File: src/rtl/windowed_regfile_if.sv
// Bundle for windowed_regfile: window-relative read/write ports, window ops,
// and the spill/fill valid-ready channels towards data memory.
interface windowed_regfile_if #(
  parameter int DATA_W    = 16,
  parameter int ARCH_REGS = 4,
  parameter int STRIDE    = 2,
  parameter int NUM_WIN   = 4
);
  localparam int P  = NUM_WIN * STRIDE;
  localparam int AW = (ARCH_REGS > 1) ? $clog2(ARCH_REGS) : 1;
  localparam int WW = (NUM_WIN > 1) ? $clog2(NUM_WIN) : 1;
  localparam int PW = (P > 1) ? $clog2(P) : 1;

  logic [AW-1:0]     rd_addr1;
  logic [AW-1:0]     rd_addr2;
  logic [DATA_W-1:0] rd_data1;
  logic [DATA_W-1:0] rd_data2;
  logic              wr_en;
  logic [AW-1:0]     wr_addr;
  logic [DATA_W-1:0] wr_data;
  logic              win_set_en;
  logic [WW-1:0]     win_set;
  logic              save;
  logic              restore;
  logic              busy;
  logic              spill_valid;
  logic              spill_ready;
  logic [DATA_W-1:0] spill_data;
  logic [PW-1:0]     spill_idx;
  logic              fill_valid;
  logic              fill_ready;
  logic [DATA_W-1:0] fill_data;

  modport master (
    output rd_addr1, rd_addr2, wr_en, wr_addr, wr_data, win_set_en, win_set,
           save, restore, spill_ready, fill_valid, fill_data,
    input  rd_data1, rd_data2, busy, spill_valid, spill_data, spill_idx, fill_ready
  );

  modport slave (
    input  rd_addr1, rd_addr2, wr_en, wr_addr, wr_data, win_set_en, win_set,
           save, restore, spill_ready, fill_valid, fill_data,
    output rd_data1, rd_data2, busy, spill_valid, spill_data, spill_idx, fill_ready
  );
endinterface

File: src/rtl/windowed_regfile.sv
// Circular windowed register file with automatic spill on overflow and fill on underflow;
// combinational reads, busy stalls the core during transfers. Optional RF_BYPASS_EN forwards same-cycle writes to reads.
module windowed_regfile #(
  parameter int DATA_W    = 16,
  parameter int ARCH_REGS = 4,
  parameter int STRIDE    = 2,
  parameter int NUM_WIN   = 4
) (
  input logic                clk,
  input logic                rst,
  windowed_regfile_if.slave  bus
);
  localparam int P        = NUM_WIN * STRIDE;
  localparam int AW       = (ARCH_REGS > 1) ? $clog2(ARCH_REGS) : 1;
  localparam int WW       = (NUM_WIN > 1) ? $clog2(NUM_WIN) : 1;
  localparam int PW       = (P > 1) ? $clog2(P) : 1;
  localparam int SW       = (STRIDE > 1) ? $clog2(STRIDE) : 1;
  localparam int MAX_LIVE = NUM_WIN - ARCH_REGS / STRIDE + 1;
  localparam int LW       = $clog2(MAX_LIVE + 1);

  localparam logic [LW-1:0] LIVE_MAX = LW'(MAX_LIVE);
  localparam logic [LW-1:0] LIVE_ONE = LW'(1);
  localparam logic [SW-1:0] K_LAST   = SW'(STRIDE - 1);

  typedef enum logic [1:0] {IDLE, SPILL, FILL} state_t;

  state_t            state;
  logic [WW-1:0]     cwp;
  logic [LW-1:0]     live;
  logic [SW-1:0]     k;
  logic [DATA_W-1:0] rf [P];

  logic              wr_act;
  logic [PW-1:0]     wr_ph;
  logic [DATA_W-1:0] wr_val;
  logic [PW-1:0]     rd_ph1, rd_ph2;
  logic [PW-1:0]     spill_ph0, spill_nxt;
  logic [WW-1:0]     cwp_inc, cwp_dec;

  // win may exceed NUM_WIN-1; the mod P folds it back onto the ring.
  function automatic logic [PW-1:0] phys(input int win, input int off);
    return PW'((win * STRIDE + off) % P);
  endfunction

  assign cwp_inc   = WW'((int'(cwp) + 1) % NUM_WIN);
  assign cwp_dec   = WW'((int'(cwp) + NUM_WIN - 1) % NUM_WIN);
  assign spill_ph0 = phys(int'(cwp) + 1, ARCH_REGS - STRIDE);
  assign spill_nxt = phys(int'(cwp) + 1, ARCH_REGS - STRIDE + int'(k) + 1);
  assign rd_ph1    = phys(int'(cwp), int'(bus.rd_addr1));
  assign rd_ph2    = phys(int'(cwp), int'(bus.rd_addr2));

  // Single register write port shared by core writes (IDLE) and fill beats (FILL).
  always_comb begin
    wr_act = 1'b0;
    wr_ph  = '0;
    wr_val = '0;
    if (state == IDLE && bus.wr_en) begin
      wr_act = 1'b1;
      wr_ph  = phys(int'(cwp), int'(bus.wr_addr));
      wr_val = bus.wr_data;
    end else if (state == FILL && bus.fill_valid) begin
      wr_act = 1'b1;
      wr_ph  = phys(int'(cwp) + NUM_WIN - 1, int'(k));
      wr_val = bus.fill_data;
    end
  end

`ifdef RF_BYPASS_EN
  assign bus.rd_data1 = (wr_act && wr_ph == rd_ph1) ? wr_val : rf[rd_ph1];
  assign bus.rd_data2 = (wr_act && wr_ph == rd_ph2) ? wr_val : rf[rd_ph2];
`else
  assign bus.rd_data1 = rf[rd_ph1];
  assign bus.rd_data2 = rf[rd_ph2];
`endif

  always_ff @(posedge clk or posedge rst) begin
    if (rst) begin
      for (int i = 0; i < P; i++) rf[i] <= '0;
    end else if (wr_act) begin
      rf[wr_ph] <= wr_val;
    end
  end

  always_ff @(posedge clk or posedge rst) begin
    if (rst) begin
      state           <= IDLE;
      cwp             <= '0;
      live            <= LIVE_ONE;
      k               <= '0;
      bus.busy        <= 1'b0;
      bus.spill_valid <= 1'b0;
      bus.fill_ready  <= 1'b0;
      bus.spill_data  <= '0;
      bus.spill_idx   <= '0;
    end else begin
      case (state)
        IDLE: begin
          if (bus.win_set_en) begin
            cwp  <= bus.win_set;
            live <= LIVE_ONE;
          end else if (bus.save && !bus.restore) begin
            if (live < LIVE_MAX) begin
              cwp  <= cwp_inc;
              live <= live + LIVE_ONE;
            end else begin
              // Registers being spilled lie outside the current window, so a
              // same-edge wr_en cannot alter the value captured here.
              state           <= SPILL;
              k               <= '0;
              bus.busy        <= 1'b1;
              bus.spill_valid <= 1'b1;
              bus.spill_idx   <= spill_ph0;
              bus.spill_data  <= rf[spill_ph0];
            end
          end else if (bus.restore && !bus.save) begin
            if (live > LIVE_ONE) begin
              cwp  <= cwp_dec;
              live <= live - LIVE_ONE;
            end else begin
              state          <= FILL;
              k              <= '0;
              bus.busy       <= 1'b1;
              bus.fill_ready <= 1'b1;
            end
          end
        end
        SPILL: begin
          if (bus.spill_valid && bus.spill_ready) begin
            if (k == K_LAST) begin
              state           <= IDLE;
              cwp             <= cwp_inc;
              bus.busy        <= 1'b0;
              bus.spill_valid <= 1'b0;
            end else begin
              k              <= k + SW'(1);
              bus.spill_idx  <= spill_nxt;
              bus.spill_data <= rf[spill_nxt];
            end
          end
        end
        FILL: begin
          if (bus.fill_valid) begin
            if (k == K_LAST) begin
              state          <= IDLE;
              cwp            <= cwp_dec;
              bus.busy       <= 1'b0;
              bus.fill_ready <= 1'b0;
            end else begin
              k <= k + SW'(1);
            end
          end
        end
        default: state <= IDLE;
      endcase
    end
  end
endmodule

File: src/flat_wrapper.sv
// flat-port wrapper written by rule: the top's interface ports become plain ports
module windowed_regfile_flat 
#(
  parameter int DATA_W    = 16,
  parameter int ARCH_REGS = 4,
  parameter int STRIDE    = 2,
  parameter int NUM_WIN   = 4
)
  (clk, rst, bus_rd_addr1, bus_rd_addr2, bus_wr_en, bus_wr_addr, bus_wr_data, bus_win_set_en, bus_win_set, bus_save, bus_restore, bus_spill_ready, bus_fill_valid, bus_fill_data, bus_rd_data1, bus_rd_data2, bus_busy, bus_spill_valid, bus_spill_data, bus_spill_idx, bus_fill_ready);
  windowed_regfile_if #(.DATA_W(DATA_W), .ARCH_REGS(ARCH_REGS), .STRIDE(STRIDE), .NUM_WIN(NUM_WIN)) bus_i ();
  input logic clk;
  input logic rst;
  input wire logic [$bits(bus_i.rd_addr1)-1:0] bus_rd_addr1;
  input wire logic [$bits(bus_i.rd_addr2)-1:0] bus_rd_addr2;
  input wire logic [$bits(bus_i.wr_en)-1:0] bus_wr_en;
  input wire logic [$bits(bus_i.wr_addr)-1:0] bus_wr_addr;
  input wire logic [$bits(bus_i.wr_data)-1:0] bus_wr_data;
  input wire logic [$bits(bus_i.win_set_en)-1:0] bus_win_set_en;
  input wire logic [$bits(bus_i.win_set)-1:0] bus_win_set;
  input wire logic [$bits(bus_i.save)-1:0] bus_save;
  input wire logic [$bits(bus_i.restore)-1:0] bus_restore;
  input wire logic [$bits(bus_i.spill_ready)-1:0] bus_spill_ready;
  input wire logic [$bits(bus_i.fill_valid)-1:0] bus_fill_valid;
  input wire logic [$bits(bus_i.fill_data)-1:0] bus_fill_data;
  output wire logic [$bits(bus_i.rd_data1)-1:0] bus_rd_data1;
  output wire logic [$bits(bus_i.rd_data2)-1:0] bus_rd_data2;
  output wire logic [$bits(bus_i.busy)-1:0] bus_busy;
  output wire logic [$bits(bus_i.spill_valid)-1:0] bus_spill_valid;
  output wire logic [$bits(bus_i.spill_data)-1:0] bus_spill_data;
  output wire logic [$bits(bus_i.spill_idx)-1:0] bus_spill_idx;
  output wire logic [$bits(bus_i.fill_ready)-1:0] bus_fill_ready;
  assign bus_i.rd_addr1 = bus_rd_addr1;
  assign bus_i.rd_addr2 = bus_rd_addr2;
  assign bus_i.wr_en = bus_wr_en;
  assign bus_i.wr_addr = bus_wr_addr;
  assign bus_i.wr_data = bus_wr_data;
  assign bus_i.win_set_en = bus_win_set_en;
  assign bus_i.win_set = bus_win_set;
  assign bus_i.save = bus_save;
  assign bus_i.restore = bus_restore;
  assign bus_i.spill_ready = bus_spill_ready;
  assign bus_i.fill_valid = bus_fill_valid;
  assign bus_i.fill_data = bus_fill_data;
  assign bus_rd_data1 = bus_i.rd_data1;
  assign bus_rd_data2 = bus_i.rd_data2;
  assign bus_busy = bus_i.busy;
  assign bus_spill_valid = bus_i.spill_valid;
  assign bus_spill_data = bus_i.spill_data;
  assign bus_spill_idx = bus_i.spill_idx;
  assign bus_fill_ready = bus_i.fill_ready;
  windowed_regfile #(.DATA_W(DATA_W), .ARCH_REGS(ARCH_REGS), .STRIDE(STRIDE), .NUM_WIN(NUM_WIN)) u_core (.clk(clk), .rst(rst), .bus(bus_i));
endmodule
File: config.mk
export PLATFORM = sky130hd
export DESIGN_NAME = windowed_regfile_flat
export DESIGN_NICKNAME = d
export VERILOG_FILES = /design/src/rtl/windowed_regfile_if.sv /design/src/rtl/windowed_regfile.sv /design/src/flat_wrapper.sv
export SDC_FILE = /design/constraint.sdc
export NUM_CORES = 1
export LEC_CHECK = 0
export CAP_MARGIN = 20
export CELL_PAD_IN_SITES_DETAIL_PLACEMENT = 2
export CELL_PAD_IN_SITES_GLOBAL_PLACEMENT = 2
export CORE_UTILIZATION = 36
export DETAILED_ROUTE_END_ITERATION = 6
export PLACE_DENSITY = 0.76
export REMOVE_ABC_BUFFERS = 1
export SYNTH_ARGS = -nofsm -noshare
export SYNTH_HDL_FRONTEND = slang
export SYNTH_SLANG_ARGS = --single-unit
File: constraint.sdc
create_clock -name clk -period 4.45 [get_ports clk]
set_input_delay 0.445 -clock clk [delete_from_list [all_inputs] [get_ports clk]]
set_output_delay 0.445 -clock clk [all_outputs]
set_load 0.05 [all_outputs]
======== Word-level counts from Yosys, hierarchy flattened ========
Index checks and enable logic that the tools add are counted.
storage, ports and cells
  register bits ........................... 157
  input port bits ......................... 48
  output and inout port bits .............. 54
  word-level logic and storage cells ...... 169
cells by class
  reduce and logical (&&, ||, !) cells .... 21
  $lt $le $gt $ge ......................... 8
  mux-type cells .......................... 84
  equal/unequal tests ..................... 20
  bitwise logic cells ..................... 5
  $add $sub $neg .......................... 14
operators with widths
  cell                 number
  $mux 16              16
  $bmux 16 s3          4
  $bwmux 128           1
  $demux 16 s3         1
  $mux 2               22
  $pmux 16 s2          1
  $mux 1               25
  $mux 3               7
  $ge 4x4->1 const B   5
  $not 3->4            5
  $reduce_and 6->1     3
  $ne 2x2->1 const B   8
  $reduce_and 7->1     2
  $add 3x2->3          4
  $ne 3x3->1 const B   4
  $ne 4x4->1 const B   3
  $pmux 2 s3           2
  $reduce_bool 3->1    3
  $reduce_and 8->1     1
  $add 2x1->2 const B  3
  $logic_and 1x1->1    6
  $ne 2x1->1 const B   3
  $pmux 1 s3           2
  $pmux 3 s2           1
  17 further kinds     20

======== Depth between registers and ports, before layout ========
Gate-level depths: netlist (run 1).
  word-level depth ........................ 11
  depth in mapped cells ................... 10
  gate-level depth less buffers ........... 7

======== Least setup slack after synthesis (run 1) ========
No wires, ideal clock.
  path type ............................... reg-to-reg
  start point ............................. register u_core.k
  end point ............................... register u_core.bus.spill_data[11]
  period minus slack after synthesis ...... 2755 ps
  arrival ................................. 2636 ps
  stages on the path, launching flop included .. 11
  setup slack ............................. 1695 ps
  path buffers ............................ 4
  setup time .............................. 118 ps
  data required time ...................... 4332 ps
  cells stage by stage .................... dfrtp_1 > buf_2 > buf_2 > inv_1 > ha_1 > buf_4 > clkbuf_1 > mux4_2 > mux2i_1 > a211oi_1 > a21o_1
between the ends
  cells in the longest elaborated chain, start to end .. 10
  elaborated cells between the ends (all ways) .. 12
  classes of those cells .................. add/sub (3); eq/ne (1); mux (6); bitwise (1); reduce/logical (1)
ends and longest elaborated chain
  item                                         line                       RTL
  from (decl)                                  windowed_regfile.sv:30     logic [SW-1:0] k;
  from (signal assigned)                       windowed_regfile.sv:135    k <= k + SW'(1);
  from (signal assigned)                       windowed_regfile.sv:149    k <= k + SW'(1);
  $add 2x1->3                                  windowed_regfile.sv:48     assign spill_nxt = phys(int'(cwp) + 1, ARCH_REGS - STRIDE + int'(k) + 1);
  $add 3x2->3                                  windowed_regfile.sv:48
  $add 3x3->3                                  windowed_regfile.sv:42     return PW'((win * STRIDE + off) % P);
  $not 3->4 (implied by the code)              windowed_regfile.sv:137    bus.spill_data <= rf[spill_nxt];
  $bmux 16 s3                                  windowed_regfile.sv:137
  $mux 16 (implied by the code) (2 in series)  windowed_regfile.sv:137
  $mux 16                                      windowed_regfile.sv:129    if (k == K_LAST) begin
  $mux 16                                      windowed_regfile.sv:128    if (bus.spill_valid && bus.spill_ready) begin
  $pmux 16 s2                                  windowed_regfile.sv:96     case (state)
  to (signal assigned)                         windowed_regfile.sv:113    bus.spill_data <= rf[spill_ph0];
  to (signal assigned)                         windowed_regfile.sv:137
  to (decl)                                    windowed_regfile_if.sv:43  output rd_data1, rd_data2, busy, spill_valid, spill_data, spill_idx, fill_ready
Several ways; a longest one is shown, not always the timed one. The select of a mux whose other input is x is not followed.
A chain may end at the register's enable or synchronous reset.

======== Worst setup path in the final report (run 1) ========
  start point ............................. register u_core.cwp[0]
  end point ............................... output port bus_rd_data2[7]
between the ends
  cells in the longest elaborated chain, start to end .. 5
ends and longest elaborated chain
  item                                         line                     RTL
  from (decl)                                  windowed_regfile.sv:28   logic [WW-1:0] cwp;
  from (signal assigned)                       windowed_regfile.sv:99   cwp <= bus.win_set;
  from (signal assigned)                       windowed_regfile.sv:103  cwp <= cwp_inc;
  from (signal assigned)                       windowed_regfile.sv:117  cwp <= cwp_dec;
  $add 3x2->3                                  windowed_regfile.sv:42
  $not 3->4 (implied by the code)              windowed_regfile.sv:73   assign bus.rd_data2 = rf[rd_ph2];
  $bmux 16 s3                                  windowed_regfile.sv:73
  $mux 16 (implied by the code) (2 in series)  windowed_regfile.sv:73
  to (decl)                                    flat_wrapper.sv:26       output wire logic [$bits(bus_i.rd_data2)-1:0] bus_rd_data2;
No other way between the ends. The select of a mux whose other input is x is not followed.

==> results of run 1 <==
-- stage by stage --
stage / power (mW) / worst slack [ns] / hold WS, ns
2_1_floorplan: 7.31 / -0.228 / 0.477
3_3_place_gp: 9.36 / 0.974 / 0.459
3_5_place_dp: 9.64 / 0.948 / 0.466
4_1_cts: 11.2 / 0.737 / 0.483
5_1_grt: 11.7 / 0.686 / 0.502
6_report: 11.1 / 0.737 / 0.479
-- layout make-up --
type	count	area (µm²)	share of cell area
Multi-Input combinational cell	563	5570	0.466
Sequential cell	157	3930	0.329
Timing Repair Buffer	135	1270	0.106
Tap cell	372	465	0.0389
Clock buffer	18	429	0.0359
Inverter	41	159	0.0133
Clock inverter	14	139	0.0116
-- critical path, stage by stage (launching register included) --
cell	delay, ns
sky130_fd_sc_hd__dfrtp_1	0.44
sky130_fd_sc_hd__buf_4	0.25
sky130_fd_sc_hd__ha_1	0.33
sky130_fd_sc_hd__buf_4	0.40
sky130_fd_sc_hd__mux4_2	0.38
sky130_fd_sc_hd__mux2_2	0.32
sky130_fd_sc_hd__clkdlybuf4s50_1	0.71
-- worst paths after layout --
kind	end	slack [ns]	start	depth (start not counted)
min in group asynchronous	u_core.bus.spill_idx[1]$_DFFE_PP0P_	0.53	rst	2
worst min-delay path	u_core.bus.spill_data[7]$_DFFE_PP0P_	0.48	u_core.bus.spill_data[7]$_DFFE_PP0P_	1
worst max register to register	u_core.rf[112]$_DFFE_PP0P_	1.05	u_core.state[0]$_DFFE_PP0P_	8
worst max-delay path	bus_rd_data2[7]	0.74	u_core.cwp[0]$_DFFE_PP0P_	6
max in group asynchronous	u_core.rf[89]$_DFFE_PP0P_	2.90	rst	3
worst min register to register	u_core.bus.spill_data[7]$_DFFE_PP0P_	0.48	u_core.bus.spill_data[7]$_DFFE_PP0P_	1
-- state kept, by name (all words and copies together) (netlist names) --
register and cells:
u_core.bus.spill_data 16, u_core.rf 128, u_core.bus.busy 1, u_core.bus.spill_idx 3
u_core.live 2, u_core.bus.fill_ready 1, u_core.k 1, u_core.bus.spill_valid 1
u_core.cwp 2, u_core.state 2
-- per-layer routing --
metal	wire, µm	up-vias	global-route usage
met5	0	-	0
met4	884	0	0.0933
met3	1370	66	0.0365
met2	17900	257	0.438
met1	14100	4172	0.326
li1	-	3280	-
-- logic make-up after synthesis --
logic type | count (synthesis) | share of synthesized area
xor+xnor | 7 | 0.00990
fa+ha+maj | 13 | 0.0163
compound gates | 186 | 0.118
buf+inv | 108 | 0.0508
mux | 196 | 0.341
flops | 157 | 0.394
simple gates | 161 | 0.0706
-- power breakdown --
group	leakage [nW]	switching [mW]	total (mW)	internal, mW
Sequential	2.05	0.801	2.86	2.06
Combinational	2.69	3.88	6.81	2.92
Clock	0.269	0.679	1.46	0.782
-- Yosys cell counts, drive strengths merged, types with 18 or more instances --
master,n
dfrtp,156
mux4,112
nand2,82
o21ai,79
nor2,56
mux2i,51
buf,49
inv,41
a21oi,36
mux2,33
a211oi,18
clkbuf,18
==> results by group, run 1 <==
Status
  • Result of the run: finished, final reports clean

GRT
  • Antenna violations before repair: 0
  • Global Route Usage Sum: 0.254
  • Via count of the first global-routing pass: 8578
  • First-pass GRT wire length: between 50000 and 60000 µm
  • Largest net degree at the start of global routing: 85
  • Global route total overflow: 0

Placed design
  • # port buffers: 101
  • Cell area after placement: ~0.011 mm²
  • Placed instance count: 1268
  • Half-perimeter wire length of the detailed placement result: 22600 µm
  • Routability-driven placement congestion ratio: 0.804

Worst setup path
  • Data required time of the critical path: 4.01 ns
  • Worst Path Arrival: 3.27 ns
  • Max FO, Critical Path: 24
  • Critical path startpoint category: flop
  • Endpoint class of the critical path: output port
  • Path type of the worst setup path: flop to output port

Logic synthesis
  • Post-Syn Area: 0.00998 mm²
  • Number of flip-flops and latches in the synthesized netlist: 157
  • Post-Synthesis Mean Instance Area: about 12 µm²
  • Top post-synthesis cells by area: sky130_fd_sc_hd__dfrtp_1 39%, sky130_fd_sc_hd__mux4_2 25%, sky130_fd_sc_hd__mux2i_1 5.1%, sky130_fd_sc_hd__o21ai_0 4.0%, sky130_fd_sc_hd__mux2_2 3.7%
  • Largest area contributor in the synthesized netlist: sky130_fd_sc_hd__dfrtp_1
  • Async S/R FF share, synth: 1.00
  • Synthesized instance count: 828
  • Yosys cell types: 49
  • Area share of the largest cell type after synthesis: 0.391
  • Number of warnings reported in the yosys synthesis log: 0
  • Number of enable-type register cells in the synthesized netlist: 0
  • Dominant register cell in the synthesized netlist: sky130_fd_sc_hd__dfrtp_1
  • Seq/Total Area, Yosys: 0.394

STA
  • Min Tclk post-route: 3.71 ns
  • Final clock period utilization by the worst path: 0.834
  • Total Negative Setup Slacks: 0 ns
  • Number of slew-limit violations in the final report: 0
  • Post-route clock skew: 0.0155 ns
  • Relative max-transition margin: 0.326
  • Final setup violation count: 0
  • Final number of hold-violating endpoints: 0
  • Setup repair after global routing missed its margin: no
  • Slew at the pin closest to its max-slew limit: roughly 1 ns
  • Fmax: 0.269 GHz

Die
  • Die Y-Extent: between 150 and 200 µm
  • Die outline width: 169 µm
  • Count of standard-cell rows: 60
  • Number of placed I/O pins: 102
  • Starting density of the core: 0.368
  • Standard cell core area: 0.0271 mm²
  • Die area: 0.0284 mm²

Route
  • Drt initial violations: 596
  • Detailed-route vias per instance: 5.98
  • First-pass DRT Iterations: 5
  • Antenna-violating nets left: 0
  • WL/cell: between 20 and 30 µm
  • Total via count in the routed design: slightly below 8000
  • Post-detailed-route DRC marker count: 0
  • Total Wirelength: around 34000 µm

Layout
  • Antenna fix cells: 0
  • Finished Core Util: 0.442
  • Fill count: between 2000 and 3000
  • Total number of nets in the final design: 976
  • Summed area of non-filler cells in the final layout: 0.0120 mm²
  • Layout overhead on the synthesized area: 19.9%
  • Layout cells sized above 1: 0.276
  • Leading cell type in the layout, fill and taps excluded: sky130_fd_sc_hd__dfrtp_1
  • Non-filler cells in the finished layout: 1300
  • Commonest cells after routing, fill and taps aside: 154 x sky130_fd_sc_hd__dfrtp_1, 112 x sky130_fd_sc_hd__mux4_2, 85 x sky130_fd_sc_hd__clkdlybuf4s50_1

Clock tree
  • Latest clock arrival within the worst-skew pair: 0.44 ns
  • Cts bufs inserted: 17
  • Count of hold-fix buffers inserted at cts: 0
  • Maximum number of buffers from clock root to sink: 2
  • Clock sink count: 157
  • Clock tree from TritonCTS: yes
  • Setup repair bufs after CTS: 0
  • Root Buffer: sky130_fd_sc_hd__clkbuf_16
  • Clock slew at reported path FFs: 0.07 ns
  • Gates resized, CTS repair: 0
  • Total number of H-tree levels: 4

Pwr
  • IR Drop Worst-Case VDD: 0.427 mV
  • Power per standard cell area: a little over 900 mW/mm²
  • Static leakage: approximately 5 nW

Min path
  • Type of the most critical hold path: flop to flop

Flow run
  • Number of maximum-capacitance constraint violations: 0
No activity file was read; power rests on OpenSTA's default activity.
==> inputs of run 2 (changes only) <==
--- a/config.mk
+++ b/config.mk
@@ -8,9 +8,9 @@
 export CAP_MARGIN = 20
 export CELL_PAD_IN_SITES_DETAIL_PLACEMENT = 2
 export CELL_PAD_IN_SITES_GLOBAL_PLACEMENT = 2
-export CORE_UTILIZATION = 36
+export CORE_UTILIZATION = 39
 export DETAILED_ROUTE_END_ITERATION = 6
-export PLACE_DENSITY = 0.76
+export PLACE_DENSITY = 0.78
 export REMOVE_ABC_BUFFERS = 1
 export SYNTH_ARGS = -nofsm -noshare
 export SYNTH_HDL_FRONTEND = slang
==> constraint.sdc (replaced) <==
create_clock -name clk -period 3.7 [get_ports clk]
set_input_delay 0.37 -clock clk [delete_from_list [all_inputs] [get_ports clk]]
set_output_delay 0.37 -clock clk [all_outputs]
set_load 0.05 [all_outputs]
==> results by group, run 2 (synthesized netlist as in run 1, its figures left out) <==
GRT
  • Via count of the first global-routing pass: 8883 (+3.6%)
  • Global-route met3 utilization: 0.0393 (+0.00285)
  • GR Util met1: 0.352 (+0.0256)
  • Largest net degree at the start of global routing: 67 (-21%)
  • Global route total overflow: 0 (unchanged)
  • Layer with the highest usage: met2
  • First-pass GRT wire length: 55000 µm (+2.8%)
  • Antenna violations before repair: 0 (unchanged)
  • Global Route Usage Sum: 0.285 (+0.0305)
  • Global-route met2 utilization: 0.496 (+0.0588)

STA
  • Final setup violation count: 0 (unchanged)
  • Post-route clock skew: 0.0160 ns (+0.000438 ns)
  • Fmax: 0.317 GHz
  • Post-route worst hold slack: 0.403 ns (-0.0767 ns)
  • Slew at the pin closest to its max-slew limit: 0.849 ns (-0.158 ns)
  • Final number of hold-violating endpoints: 0 (unchanged)
  • Setup repair after global routing missed its margin: no
  • Final worst slack: 0.548 ns (-0.189 ns)
  • Total Negative Setup Slacks: 0 ns (unchanged)
  • Min Tclk post-route: 3.15 ns
  • Relative max-transition margin: 0.434 (+0.108)
  • Final clock period utilization by the worst path: 0.852
  • Number of slew-limit violations in the final report: 0 (unchanged)

Layout
  • Antenna fix cells: 0 (unchanged)
  • Finished Core Util: 0.477 (+0.0352)
  • Max reg flops: 128 (unchanged)
  • Leading registers by flop count: u_core.rf x128, u_core.bus.spill_data x16, u_core.bus.spill_idx x3
  • Fill count: 2503 (-8.2%)
  • Commonest cells after routing, fill and taps aside: 156 x sky130_fd_sc_hd__dfrtp_1, 112 x sky130_fd_sc_hd__mux4_2, 82 x sky130_fd_sc_hd__nand2_1
  • Register ranked first by flip-flop count: u_core.rf
  • Leading cell type in the layout, fill and taps excluded: sky130_fd_sc_hd__dfrtp_1
  • Summed area of non-filler cells in the final layout: 0.0120 mm² (about the same)
  • Layout overhead on the synthesized area: 19.9% (about the same)
  • Layout cells sized above 1: 0.295 (+0.0188)
  • Total number of nets in the final design: 978 (+0.20%)

Die
  • Starting density of the core: 0.398 (+0.0292)
  • Count of standard-cell rows: 58 (-3.3%)
  • Standard cell core area: 0.0251 mm² (-7.3%)
  • Number of placed I/O pins: 102 (unchanged)
  • Die outline width: 162 µm (-3.9%)
  • Die Y-Extent: 162 µm (-3.9%)
  • Die area: 0.0262 mm² (-7.6%)

Min path
  • Type of the most critical hold path: input port to asynchronous set/reset pin

Route
  • Total Wirelength: 35700 µm (+3.9%)
  • WL/cell: 28.3 µm (+7.2%)
  • Antenna-violating nets left: 0 (unchanged)
  • First-pass DRT Iterations: 5 (unchanged)
  • Post-detailed-route DRC marker count: 0 (unchanged)
  • Drt initial violations: 518 (-13%)
  • Total via count in the routed design: 7832 (+0.73%)
  • Detailed-route vias per instance: 6.22 (+3.9%)

Placed design
  • Half-perimeter wire length of the detailed placement result: 23500 µm (+4.0%)
  • # port buffers: 101 (unchanged)
  • Routability-driven placement congestion ratio: 0.800 (-0.48%)
  • Cell area after placement: 0.0114 mm² (-0.22%)
  • DP Worst Slack: 0.498 ns (-0.451 ns)

Pwr
  • IR Drop Worst-Case VDD: 0.530 mV (+24%)
  • Power per standard cell area: 1130 mW/mm² (+22%)
  • Static leakage: 5.10 nW (+1.8%)

Clock tree
  • Setup repair bufs after CTS: 0 (unchanged)
  • Clock tree from TritonCTS: yes
  • Clock slew at reported path FFs: 0.07 ns (about the same)
  • Clock sink count: 157 (unchanged)
  • Cts bufs inserted: 17 (unchanged)
  • Latest clock arrival within the worst-skew pair: 0.44 ns (about the same)
  • Count of hold-fix buffers inserted at cts: 0 (unchanged)
  • Root Buffer: sky130_fd_sc_hd__clkbuf_16
  • Total number of H-tree levels: 4 (unchanged)
  • Maximum number of buffers from clock root to sink: 2 (unchanged)
  • Gates resized, CTS repair: 0 (unchanged)

Worst setup path
  • Max FO, Critical Path: 16 (-33%)
  • Data required time of the critical path: 4.01 ns (about the same)
  • Endpoint class of the critical path: flop
  • Critical path startpoint category: flop
  • Worst Path Arrival: 3.46 ns (+0.19 ns)
  • Path type of the worst setup path: flop to flop

Status
  • Result of the run: finished, final reports clean

Flow run
  • Number of maximum-capacitance constraint violations: 0 (unchanged)
[run 2: cell count changes in the layout (fill, tap and decap cells not counted), moves of 2 or more]
cell / previous run / this run
sky130_fd_sc_hd__dfrtp_1: 154 / 156
sky130_fd_sc_hd__buf_4: 44 / 59
sky130_fd_sc_hd__clkdlybuf4s50_1: 85 / 67
sky130_fd_sc_hd__inv_6: 3 / 5
sky130_fd_sc_hd__dfrtp_2: 2 / 0
sky130_fd_sc_hd__buf_12: 3 / 8
sky130_fd_sc_hd__clkinvlp_4: 3 / 1
sky130_fd_sc_hd__clkinv_2: 1 / 3
sky130_fd_sc_hd__clkinv_4: 6 / 2
[run 2: where the power goes]
part	switching [mW]	internal [mW]	total (mW)
Combinational	4.82	3.49	8.31
Clock	0.812	1.03	1.84
Sequential	0.918	2.48	3.40
Total	6.55	7.00	13.6
[run 2: area by class of cell]
| class | count | area [µm²] | area share |
|---|---|---|---|
| clock inverter | 14 | 158 | 0.0132 |
| timing repair buffer | 137 | 1300 | 0.109 |
| multi-input combinational | 563 | 5570 | 0.466 |
| tap | 330 | 413 | 0.0345 |
| sequential | 157 | 3930 | 0.328 |
| clock buffer | 18 | 439 | 0.0367 |
| inverter | 41 | 159 | 0.0133 |
[run 2: path summary, 6_finish.rpt]
kind | cells past startpoint | end | slack (ns) | start
min in group clk | 1 | u_core.bus.spill_data[3]$_DFFE_PP0P_ | 0.48 | u_core.bus.spill_data[3]$_DFFE_PP0P_
max | 7 | u_core.rf[117]$_DFFE_PP0P_ | 0.55 | u_core.state[0]$_DFFE_PP0P_
max reg2reg | 7 | u_core.rf[117]$_DFFE_PP0P_ | 0.55 | u_core.state[0]$_DFFE_PP0P_
max in group asynchronous | 3 | u_core.rf[123]$_DFFE_PP0P_ | 2.46 | rst
min | 2 | u_core.bus.spill_data[5]$_DFFE_PP0P_ | 0.40 | rst
min reg2reg | 1 | u_core.bus.spill_data[3]$_DFFE_PP0P_ | 0.48 | u_core.bus.spill_data[3]$_DFFE_PP0P_
[run 2: per-stage QoR]
stage | total power, mW | std cells
finish | 13.6 | 1260
CTS | 13.6 | 1260
global route | 14.2 | 1260
floorplan | 8.79 | 761
detailed placement | 11.7 | 1228
global placement | 11.1 | 1227
[run 2: metal layers]
metal,up-vias,share of wire
met5,-,0
met1,4201,0.40
li1,3279,-
met3,86,0.040
met2,266,0.52
met4,0,0.035
[run 2: worst max-delay path: stages, from the launching register on]
cell and delay (ns):
sky130_fd_sc_hd__dfrtp_1 0.41, sky130_fd_sc_hd__inv_1 0.08, sky130_fd_sc_hd__ha_1 0.25, sky130_fd_sc_hd__and2_1 0.41
sky130_fd_sc_hd__o31ai_1 0.62, sky130_fd_sc_hd__and3_1 0.63, sky130_fd_sc_hd__buf_12 0.25, sky130_fd_sc_hd__mux2i_1 0.35
